$ cat config.mk
export PLATFORM = sky130hd
export DESIGN_NAME = seq_divider
export DESIGN_NICKNAME = d
export VERILOG_FILES = /design/src/rtl/seq_divider_pkg.sv /design/src/rtl/seq_divider_div_step.sv /design/src/rtl/seq_divider.sv
export SDC_FILE = /design/constraint.sdc
export NUM_CORES = 1
export LEC_CHECK = 0
export BUFFER_PORTS_ARGS = -buffer_cell sky130_fd_sc_hd__buf_2
export CAP_MARGIN = 30
export CORE_ASPECT_RATIO = 1.2
export CORE_MARGIN = 2
export CORE_UTILIZATION = 35
export CTS_BUF_LIST = sky130_fd_sc_hd__clkbuf_4 sky130_fd_sc_hd__clkbuf_8 sky130_fd_sc_hd__clkbuf_16
export DETAILED_ROUTE_END_ITERATION = 6
export GPL_TIMING_DRIVEN = 0
export PLACE_DENSITY = 0.55
export SYNTH_ARGS = -nofsm -noshare
export SYNTH_HDL_FRONTEND = slang
export SYNTH_SLANG_ARGS = --single-unit
$ cat constraint.sdc
create_clock -name clk -period 7 [get_ports clk]
set_clock_uncertainty 0.2 [all_clocks]
set_input_delay 1.75 -clock clk [delete_from_list [all_inputs] [get_ports clk]]
set_output_delay 1.75 -clock clk [all_outputs]
set_load 0.05 [all_outputs]
$ cat src/rtl/seq_divider_pkg.sv
// Shared arithmetic definitions for the sequential multiplier/divider pair.
//   DATAWIDTH : default operand width (divisor width; dividend/quotient are 2x)
//   DW2       : double width (dividend, quotient, product)
//   CNTW      : iteration counter width, sized to hold 0..DW2
//   div_state_t : divider FSM state encoding
package seq_divider_pkg;

   localparam int DATAWIDTH = 14;
   localparam int DW2       = 2 * DATAWIDTH;
   localparam int CNTW      = $clog2(DW2 + 1);

   typedef enum logic [1:0] {
      IDLE = 2'd0,
      CALC = 2'd1,
      DONE = 2'd2
   } div_state_t;

endpackage

$ cat src/rtl/seq_divider_div_step.sv
// One restoring-division step: compare the shifted partial remainder against
// the divisor and subtract when it fits.
//   part_rem : DATAWIDTH+1-bit shifted partial remainder
//   divisor  : DATAWIDTH-bit divisor
//   next_rem : DATAWIDTH-bit partial remainder after the step
//   q_bit    : quotient bit resolved by this step
module seq_divider_div_step
   import seq_divider_pkg::*;
#(
   parameter int DW = seq_divider_pkg::DATAWIDTH
) (
   input  logic [DW:0]   part_rem,
   input  logic [DW-1:0] divisor,
   output logic [DW-1:0] next_rem,
   output logic          q_bit
);

   logic          fits;
   logic [DW-1:0] diff;

   assign fits = (part_rem >= {1'b0, divisor});

   // The incoming remainder is always < 2*divisor, so whenever the divisor
   // fits the true difference is < divisor and the modulo-2^DW subtract of
   // the low bits is exact; the top bit only matters for the compare.
   assign diff = part_rem[DW-1:0] - divisor;

   assign q_bit    = fits;
   assign next_rem = fits ? diff : part_rem[DW-1:0];

endmodule

$ cat src/rtl/seq_divider.sv
// Sequential restoring shift-subtract divider, one quotient bit per clock.
// Divides a 2*DATAWIDTH-bit dividend by a DATAWIDTH-bit divisor.
//   clk, rst_n  : clock, asynchronous active-low reset
//   start       : request, only sampled in IDLE
//   dividend    : captured on accept
//   divisor     : captured on accept
//   busy        : high while iterating
//   done        : one-cycle pulse, results valid
//   quotient    : registered quotient (all ones on divide by zero)
//   remainder   : registered remainder (0 on divide by zero)
//   div_by_zero : registered flag, valid with done
//
// state | meaning
// IDLE  | waiting for start; operands captured on accept
// CALC  | one shift/compare/subtract per cycle, 2*DATAWIDTH cycles
// DONE  | results valid, done pulse, back to IDLE
module seq_divider
   import seq_divider_pkg::*;
#(
   parameter int DATAWIDTH = seq_divider_pkg::DATAWIDTH
) (
   input  logic                     clk,
   input  logic                     rst_n,
   input  logic                     start,
   input  logic [2*DATAWIDTH-1:0]   dividend,
   input  logic [DATAWIDTH-1:0]     divisor,
   output logic                     busy,
   output logic                     done,
   output logic [2*DATAWIDTH-1:0]   quotient,
   output logic [DATAWIDTH-1:0]     remainder,
   output logic                     div_by_zero
);

   localparam int QW = 2 * DATAWIDTH;
   localparam int CW = $clog2(QW + 1);

   div_state_t           state_q;
   div_state_t           state_d;
   logic [CW-1:0]        cnt_q;
   logic [DATAWIDTH-1:0] rem_q;
   logic [QW-1:0]        sr_q;
   logic [DATAWIDTH-1:0] dvs_q;

   logic                 accept;
   logic                 last_iter;
   logic                 dvs_zero;
   logic [DATAWIDTH:0]   part_rem;
   logic [DATAWIDTH-1:0] step_rem;
   logic                 step_q;
   logic [QW-1:0]        sr_next;

   assign dvs_zero = (divisor == '0);

   // Dividend bits enter the remainder MSB-first while quotient bits fill
   // the vacated LSBs, so sr_q ends up holding the quotient.
   assign part_rem = {rem_q, sr_q[QW-1]};
   assign sr_next  = {sr_q[QW-2:0], step_q};

   seq_divider_div_step #(
      .DW (DATAWIDTH)
   ) u_div_step (
      .part_rem (part_rem),
      .divisor  (dvs_q),
      .next_rem (step_rem),
      .q_bit    (step_q)
   );

   always_ff @(posedge clk or negedge rst_n) begin
      if (!rst_n) begin
         state_q <= IDLE;
      end else begin
         state_q <= state_d;
      end
   end

   always_comb begin
      state_d   = state_q;
      busy      = 1'b0;
      done      = 1'b0;
      accept    = 1'b0;
      last_iter = 1'b0;
      case (state_q)
         IDLE: begin
            if (start) begin
               accept  = 1'b1;
               state_d = dvs_zero ? DONE : CALC;
            end
         end
         CALC: begin
            busy = 1'b1;
            if (cnt_q == CW'(QW - 1)) begin
               last_iter = 1'b1;
               state_d   = DONE;
            end
         end
         DONE: begin
            done    = 1'b1;
            state_d = IDLE;
         end
         default: begin
            state_d = IDLE;
         end
      endcase
   end

   always_ff @(posedge clk or negedge rst_n) begin
      if (!rst_n) begin
         cnt_q       <= '0;
         rem_q       <= '0;
         sr_q        <= '0;
         dvs_q       <= '0;
         quotient    <= '0;
         remainder   <= '0;
         div_by_zero <= 1'b0;
      end else if (accept) begin
         cnt_q <= '0;
         rem_q <= '0;
         sr_q  <= dividend;
         dvs_q <= divisor;
         if (dvs_zero) begin
            quotient    <= '1;
            remainder   <= '0;
            div_by_zero <= 1'b1;
         end
      end else if (state_q == CALC) begin
         rem_q <= step_rem;
         sr_q  <= sr_next;
         if (last_iter) begin
            cnt_q       <= '0;
            quotient    <= sr_next;
            remainder   <= step_rem;
            div_by_zero <= 1'b0;
         end else begin
            cnt_q <= cnt_q + CW'(1);
         end
      end
   end

endmodule
After elaboration in Yosys (flattened, before gate mapping)
Index checks and enable logic that the tools add are counted.
- equal/unequal tests: 6
- add/sub/neg operators: 2
- reductions and logical operators: 6
- magnitude comparators: 1
- multiplexer cells: 30
- operator list (kind ; number):
    28-bit 2-to-1 mux ; 6
    14-bit 2-to-1 mux ; 7
    15-bit by 14-bit >= comparator with 1-bit output ; 1
    5-bit 2-to-1 mux ; 3
    14-bit zero test ; 1
    14-bit subtractor ; 1
    1-bit 2-to-1 mux ; 10
    2-bit 2-to-1 mux ; 3
    5-bit by 1-bit adder with 5-bit output (second input constant) ; 1
    5-bit == test (second input constant) ; 1
    2-bit inequality test (second input constant) ; 2
    2-bit case mux with 2 select lines ; 1
    2-bit nonzero test ; 2
    3-bit AND reduction ; 1
    2-bit by 1-bit == test with 1-bit output (second input constant) ; 1
    2-bit == test (second input constant) ; 1
    2-bit zero test ; 1
    2-bit by 1-bit inequality test with 1-bit output (second input constant) ; 1
    2-bit AND reduction ; 1
- bits in registers: 106
- input port bits: 45

Depth between registers and ports, before layout
Gate-level depths: netlist of the first run.
- word-level depth: 6
- mapped depth: 10
- depth with buffers taken out: 9

Hierarchy
From an unflattened synthesis of the first run, not the netlist that was laid out.
- cell total of the unflattened synthesis: 564
- area, all modules: 5525.3 um^2
- modules (own cells, without submodules) (module ; area an instance (um^2) ; sequential area each (um^2) ; cells an instance ; instances):
    seq_divider ; 4500.6 ; 2652.5 ; 436 ; 1
    seq_divider_div_step ; 1024.7 ; 0.0 ; 128 ; 1

Worst setup path before layout of the first run
OpenSTA, ideal clock, no wires.
- kind: register to output
- start point: register state_q[1]
- end point: output busy
- buffers on the path: 2
- path slack: 3.629 ns
- required time: 5.050 ns
- arrival time: 1.421 ns
- stages on the path, launching flop included: 5
- cell sequence: dfrtp_1 buf_2 nand2b_1 inv_1 buf_1
- cells in the longest elaborated chain, start to end: 2
- ends and longest elaborated chain (element ; line ; RTL):
    from (decl) ; seq_divider.sv:37 ; div_state_t state_q;
    from (signal assigned) ; seq_divider.sv:72 ; state_q <= state_d;
    2-bit by 1-bit == test with 1-bit output ; seq_divider.sv:82 ; case (state_q)
    1-bit 2-to-1 mux ; seq_divider.sv:82 ;
    to (decl) ; seq_divider.sv:27 ; output logic busy,
Every way passes these cells.

Final worst setup path of the first run
Ends and elaborated chain as after synthesis.

==> results.cfg, run 1 <==
[worst_setup_path]
max_stage_delay_ps = 490
crit_fanout = 10
startpoint_type = flop
cp.arrival_ps = 2080
worstPathCellList = buf_2 -> nand2b_1 -> inv_1 -> buf_1 -> buf_2
crit_top_cell = buf_2
crit_type = reg2out
slowest_stage = buf_1
required_ps = 5050
end_kind = output port

[clock_tree]
cts_tree = yes
cts-htree-levels = 3
numCtsBuffers = 9
cts-root-buf = clkbuf_16
insertion_delay_ps = 360
clk_pin_slew_ps = 70
postCtsHoldBufs = 0
cts_sinks = 106
cts_buffer_depth = 2
postCtsSetupRepairBufs = 0
cts_resized = 0

[placement]
post_dp_cell_area_um2 = 6160
place_ws_ps = 3040
dp_cells = 875
portBuffers = 89
dp_hpwl_um = 10900
gp_congestion = 0.910

[power_and_ir_drop]
p_int_uw = 1920
peakVddDrop_uv = 207
comb_power_share = 0.575
p_sw_frac = 0.492
switching_power_uw = 1870
leakagePower_uw = 0.00280
pwr-share-clk = 0.128
p_per_area_nw_per_um2 = 588
seqPwrFrac = 0.296

[floorplanning]
row_count = 49
start_util = 0.360
die-area_um2 = 16500
die_x_um = 118
core_um2 = 15100
die_h_um = 140
io_pins = 90

[timing]
period_share = 0.576
hold_violations = 0
max_freq_mhz = 248
max_slew_margin = 0.539
period_needed_ps = 4030
finalSetupTns_ps = 0
tightest_slew_ps = 691
fin_ws_ps = 2970
whs_ps = 279
rsz0062_at_grt = no
setup_violations = 0
slew_violations = 0

[routing]
vias = 4564
wl_per_cell_um = 16.1
drtAntennaViolNets = 0
viasPerCell = 5.12
drcViolationCount = 0
detailedRoute.firstIterationViolations = 278
wirelength_um = 14300
dr.pass1.iters = 4

[grt]
grt_first_pass_wirelength_um = 24000
grt_pass1_vias = 4672
grt_util_all_layers = 0.182
gr-total-overflow = 0
antenna_found_initial = 0
grt_max_degree = 55

[synthesis]
synth.area.top_cells = dfrtp_1, nand2_1, o21ai_0
synth.distinct_cells = 62
synth-seq-cells = 106
netlist_area_um2 = 5430
yosysMostFrequentCell = nand2_1
avgSynthCellArea_um2 = 9.35
synth.yosys.warnings = 0
synth_top_area_frac = 0.488
synth-edff-count = 0
synth.largest_area_cell = dfrtp_1
synthArstFlopShare = 1.00
yosys-top-cells-count = nand2_1, dfrtp_1, o21ai_0
synthFlopType = dfrtp_1
ys_seq_area_frac = 0.488
netlist_instances = 581
synth_nets = 642

[finish]
finish.instance_area_um2 = 6450
final_cells = 891
multi_input_area_um2 = 2510
drive_above_1_share = 0.204
nets = 743
nFillCells = 1537
regArea_um2 = 2650
diodes = 0
area_growth_pct = 18.6

[run]
drv_cap = 0

[outcome]
status = completed

[hold_path]
hold_path_class = reg2reg
through the flow:
stage / total power, uW / utilization
finish: 3790 / 0.427
global route: 4080 / 0.427
CTS: 3800 / 0.427
detailed placement: 3310 / 0.409
global placement: 3260 / 0.407
floorplan: 2770 / -
final timing paths:
check / slack [ps] / endpoint / depth (start not counted) / from
setup / recovery: 2970 / busy / 5 / state_q[1]
setup reg to reg: 4250 / remainder[10] / 9 / sr_q[27]
hold reg to reg: 280 / quotient[10] / 2 / quotient[10]
hold / removal: 280 / quotient[10] / 2 / quotient[10]
min in group asynchronous: 1240 / quotient[16] / 1 / rst_n
max in group asynchronous: 4670 / quotient[23] / 2 / rst_n
state kept, by name (all words and copies together) (netlist names):
register,count
rem_q,14
quotient,28
div_by_zero,1
state_q,2
sr_q,28
dvs_q,14
remainder,14
cnt_q,5
power by group through the flow:
stage	registers (uW)	logic [uW]	clock network, uW
after global routing	1160	2400	523
after detailed placement	1130	2180	0
after floorplan	1440	1330	0
final	1120	2180	487
after global placement	1120	2130	0
after CTS	1120	2180	496
final cells by class:
class / count / share of cell area
Timing Repair Buffer: 90 / 0.0738
Tap cell: 204 / 0.0396
Inverter: 24 / 0.0140
Multi-Input combinational cell: 415 / 0.390
Buffer: 36 / 0.0278
Clock inverter: 6 / 0.00660
Clock buffer: 10 / 0.0371
Sequential cell: 106 / 0.411
kinds of logic after synthesis:
group / after synthesis / share of synthesized area
buffers and inverters: 60 / 0.0495
xor gates and xnor gates: 9 / 0.0145
AOI/OAI and AO/OA: 156 / 0.185
adders and majority gates: 16 / 0.0382
and+or+nand+nor: 205 / 0.171
DFF: 106 / 0.488
muxes: 29 / 0.0536
cells in the final DEF (no fill, tap or decap), types with 3 or more instances in the layout:
master	n
clkbuf_1	15
nor2_1	38
buf_4	5
a21oi_2	4
inv_1	24
a32oi_1	3
o31ai_1	14
o21ai_1	22
and2_1	4
nor3_1	7
mux2i_1	28
nand3_1	9
a32o_1	4
o21ai_0	60
xnor2_1	7
dfrtp_1	106
buf_2	99
ha_1	15
buf_1	4
nand2_1	110
a21oi_1	16
clkbuf_16	9
nor4_1	4
nand4_1	9
o211ai_1	8
nand2b_1	5
nor2b_1	4
worst max-delay path: cells and delay by family, from the launching register on:
family        cells  cell delay (ps)
buf+inv           4             1190
simple gates      1              180
flops             1              350
layer usage:
metal | track usage | routed length, um
met4 | 0.0698 | 292
met2 | 0.316 | 7130
met3 | 0.0269 | 665
met5 | 0 | 0
met1 | 0.227 | 6260
(Power assumes the default switching activity.)
==> run 2: changes to the inputs <==
Settings changed: PLACE_DENSITY 0.55 to 0.57.
Clock period 7 ns to 3.45 ns, I/O delays scaled along.
==> run 2 against run 1 <==
Critical path depth unchanged. Largest power group unchanged. Via count about the same. Register-to-register slack lost 3600 ps. Critical endpoint unchanged. Non-clock buffer count did not move. Total power grew 100%. First-iteration DRC count grew 20%. Design area is the same. Clock-buffer cell count unchanged.
==> results.cfg, run 2 (synthesis results as in run 1) <==
[outcome]
status = completed

[power_and_ir_drop]
leakagePower_uw = 0.00280
p_total_uw = 7690
peakVddDrop_uv = 386
p_per_area_nw_per_um2 = 1190

[floorplanning]
die-area_um2 = 16500
row_count = 49
io_pins = 90
start_util = 0.360
die_x_um = 118
die_h_um = 140
core_um2 = 15100

[finish]
area_growth_pct = 18.6
nFillCells = 1534
diodes = 0
reg.largest.list = quotient: 28 flops, sr_q: 28 flops
final_common_cell = nand2_1
drive_above_1_share = 0.204
final_cells = 891
nets = 743
final_cell_mix = nand2_1, dfrtp_1, buf_2

[placement]
portBuffers = 89
gp_congestion = 0.899
dp_cells = 875
dp_hpwl_um = 10800

[timing]
max_freq_mhz = 314
max_slew_margin = 0.603
rsz0062_at_grt = no
tightest_slew_ps = 596
setup_violations = 0
slew_violations = 0
period_needed_ps = 3180
hold_violations = 0
period_share = 0.922
finalSetupTns_ps = 0

[worst_setup_path]
startpoint_type = flop
worstPathCellList = buf_2 -> nand2b_1 -> inv_1 -> buf_1 -> buf_2
required_ps = 2390
crit_type = reg2out
crit_fanout = 10
end_kind = output port
cp.arrival_ps = 2120
max_stage_delay_ps = 490
slowest_stage = buf_1
cp_top_family = buffers and inverters
crit_top_cell = buf_2
cp_num_buf_inv = 4

[run]
drv_cap = 0

[clock_tree]
cts-htree-levels = 3
insertion_delay_ps = 360
cts-root-buf = clkbuf_16
clk_pin_slew_ps = 70
numCtsBuffers = 9
cts_tree = yes
postCtsHoldBufs = 0
cts_buffer_depth = 2
cts_resized = 0
postCtsSetupRepairBufs = 0
cts_sinks = 106

[routing]
wl_per_cell_um = 16.1
wirelength_um = 14300
detailedRoute.firstIterationViolations = 333
dr.pass1.iters = 4
viasPerCell = 5.12
drcViolationCount = 0
vias = 4562
drtAntennaViolNets = 0

[grt]
antenna_found_initial = 0
gr-total-overflow = 0
grt_util_all_layers = 0.178
grt_first_pass_wirelength_um = 23400
grt_max_degree = 64
grt_pass1_vias = 4611

[hold_path]
hold_path_class = reg2reg
run 2: changes by cell type in the layout (fill, tap and decap cells not counted):
cell        previous run  this run
clkinv_2               2         1
clkbuf_4               0         1
clkinvlp_4             2         0
clkinv_4               2         3
inv_6                  0         2
clkbuf_8               1         0
run 2: worst paths after layout:
path	from	slack [ps]	to	cells after the start
setup / recovery	state_q[1]	270	busy	5
hold / removal	quotient[6]	270	quotient[6]	2
setup reg to reg	sr_q[27]	620	remainder[10]	9
hold reg to reg	quotient[6]	270	quotient[6]	2
max in group asynchronous	rst_n	2030	quotient[12]	2
min in group asynchronous	rst_n	290	quotient[18]	1
run 2: layout make-up:
| type | instances | area (um2) | area share |
|---|---|---|---|
| buffer | 36 | 179 | 0.0278 |
| clock buffer | 10 | 233 | 0.0361 |
| clock inverter | 6 | 48.8 | 0.00757 |
| inverter | 24 | 90.1 | 0.0140 |
| multi-input combinational | 415 | 2510 | 0.390 |
| sequential | 106 | 2650 | 0.411 |
| tap | 204 | 255 | 0.0396 |
| timing repair buffer | 90 | 475 | 0.0738 |
run 2: routing by layer:
metal,up-vias,share of wire,GRT usage
met2,119,0.50,0.304
met3,14,0.044,0.0277
met5,-,0,0
met4,0,0.015,0.0691
met1,2175,0.45,0.227
li1,2254,-,-
run 2: through the flow:
step | setup slack, ps | area [um2] | utilization | hold WS (ps)
final | 269 | 6450 | 0.427 | 274
after global routing | 145 | 6450 | 0.427 | 319
after floorplan | 967 | 5430 | - | 250
after global placement | 127 | 6130 | 0.407 | 257
after CTS | 295 | 6450 | 0.427 | 283
after detailed placement | 359 | 6160 | 0.409 | 267
run 2: worst reg2reg max path, stage by stage (launching register included):
cell and delay, ps:
dfrtp_1 350, inv_1 70, ha_1 220, fa_1 400, nand2b_1 180, a211oi_1 430
nor3_1 160, o311ai_1 370, o21ai_1 160, o211ai_1 190
run 2: where the power goes:
| part | total [uW] | internal, uW | switching (uW) | leakage, uW |
|---|---|---|---|---|
| clock | 994 | 506 | 488 | 0.000141 |
| combinational | 4430 | 1540 | 2890 | 0.00141 |
| sequential | 2270 | 1850 | 418 | 0.00125 |
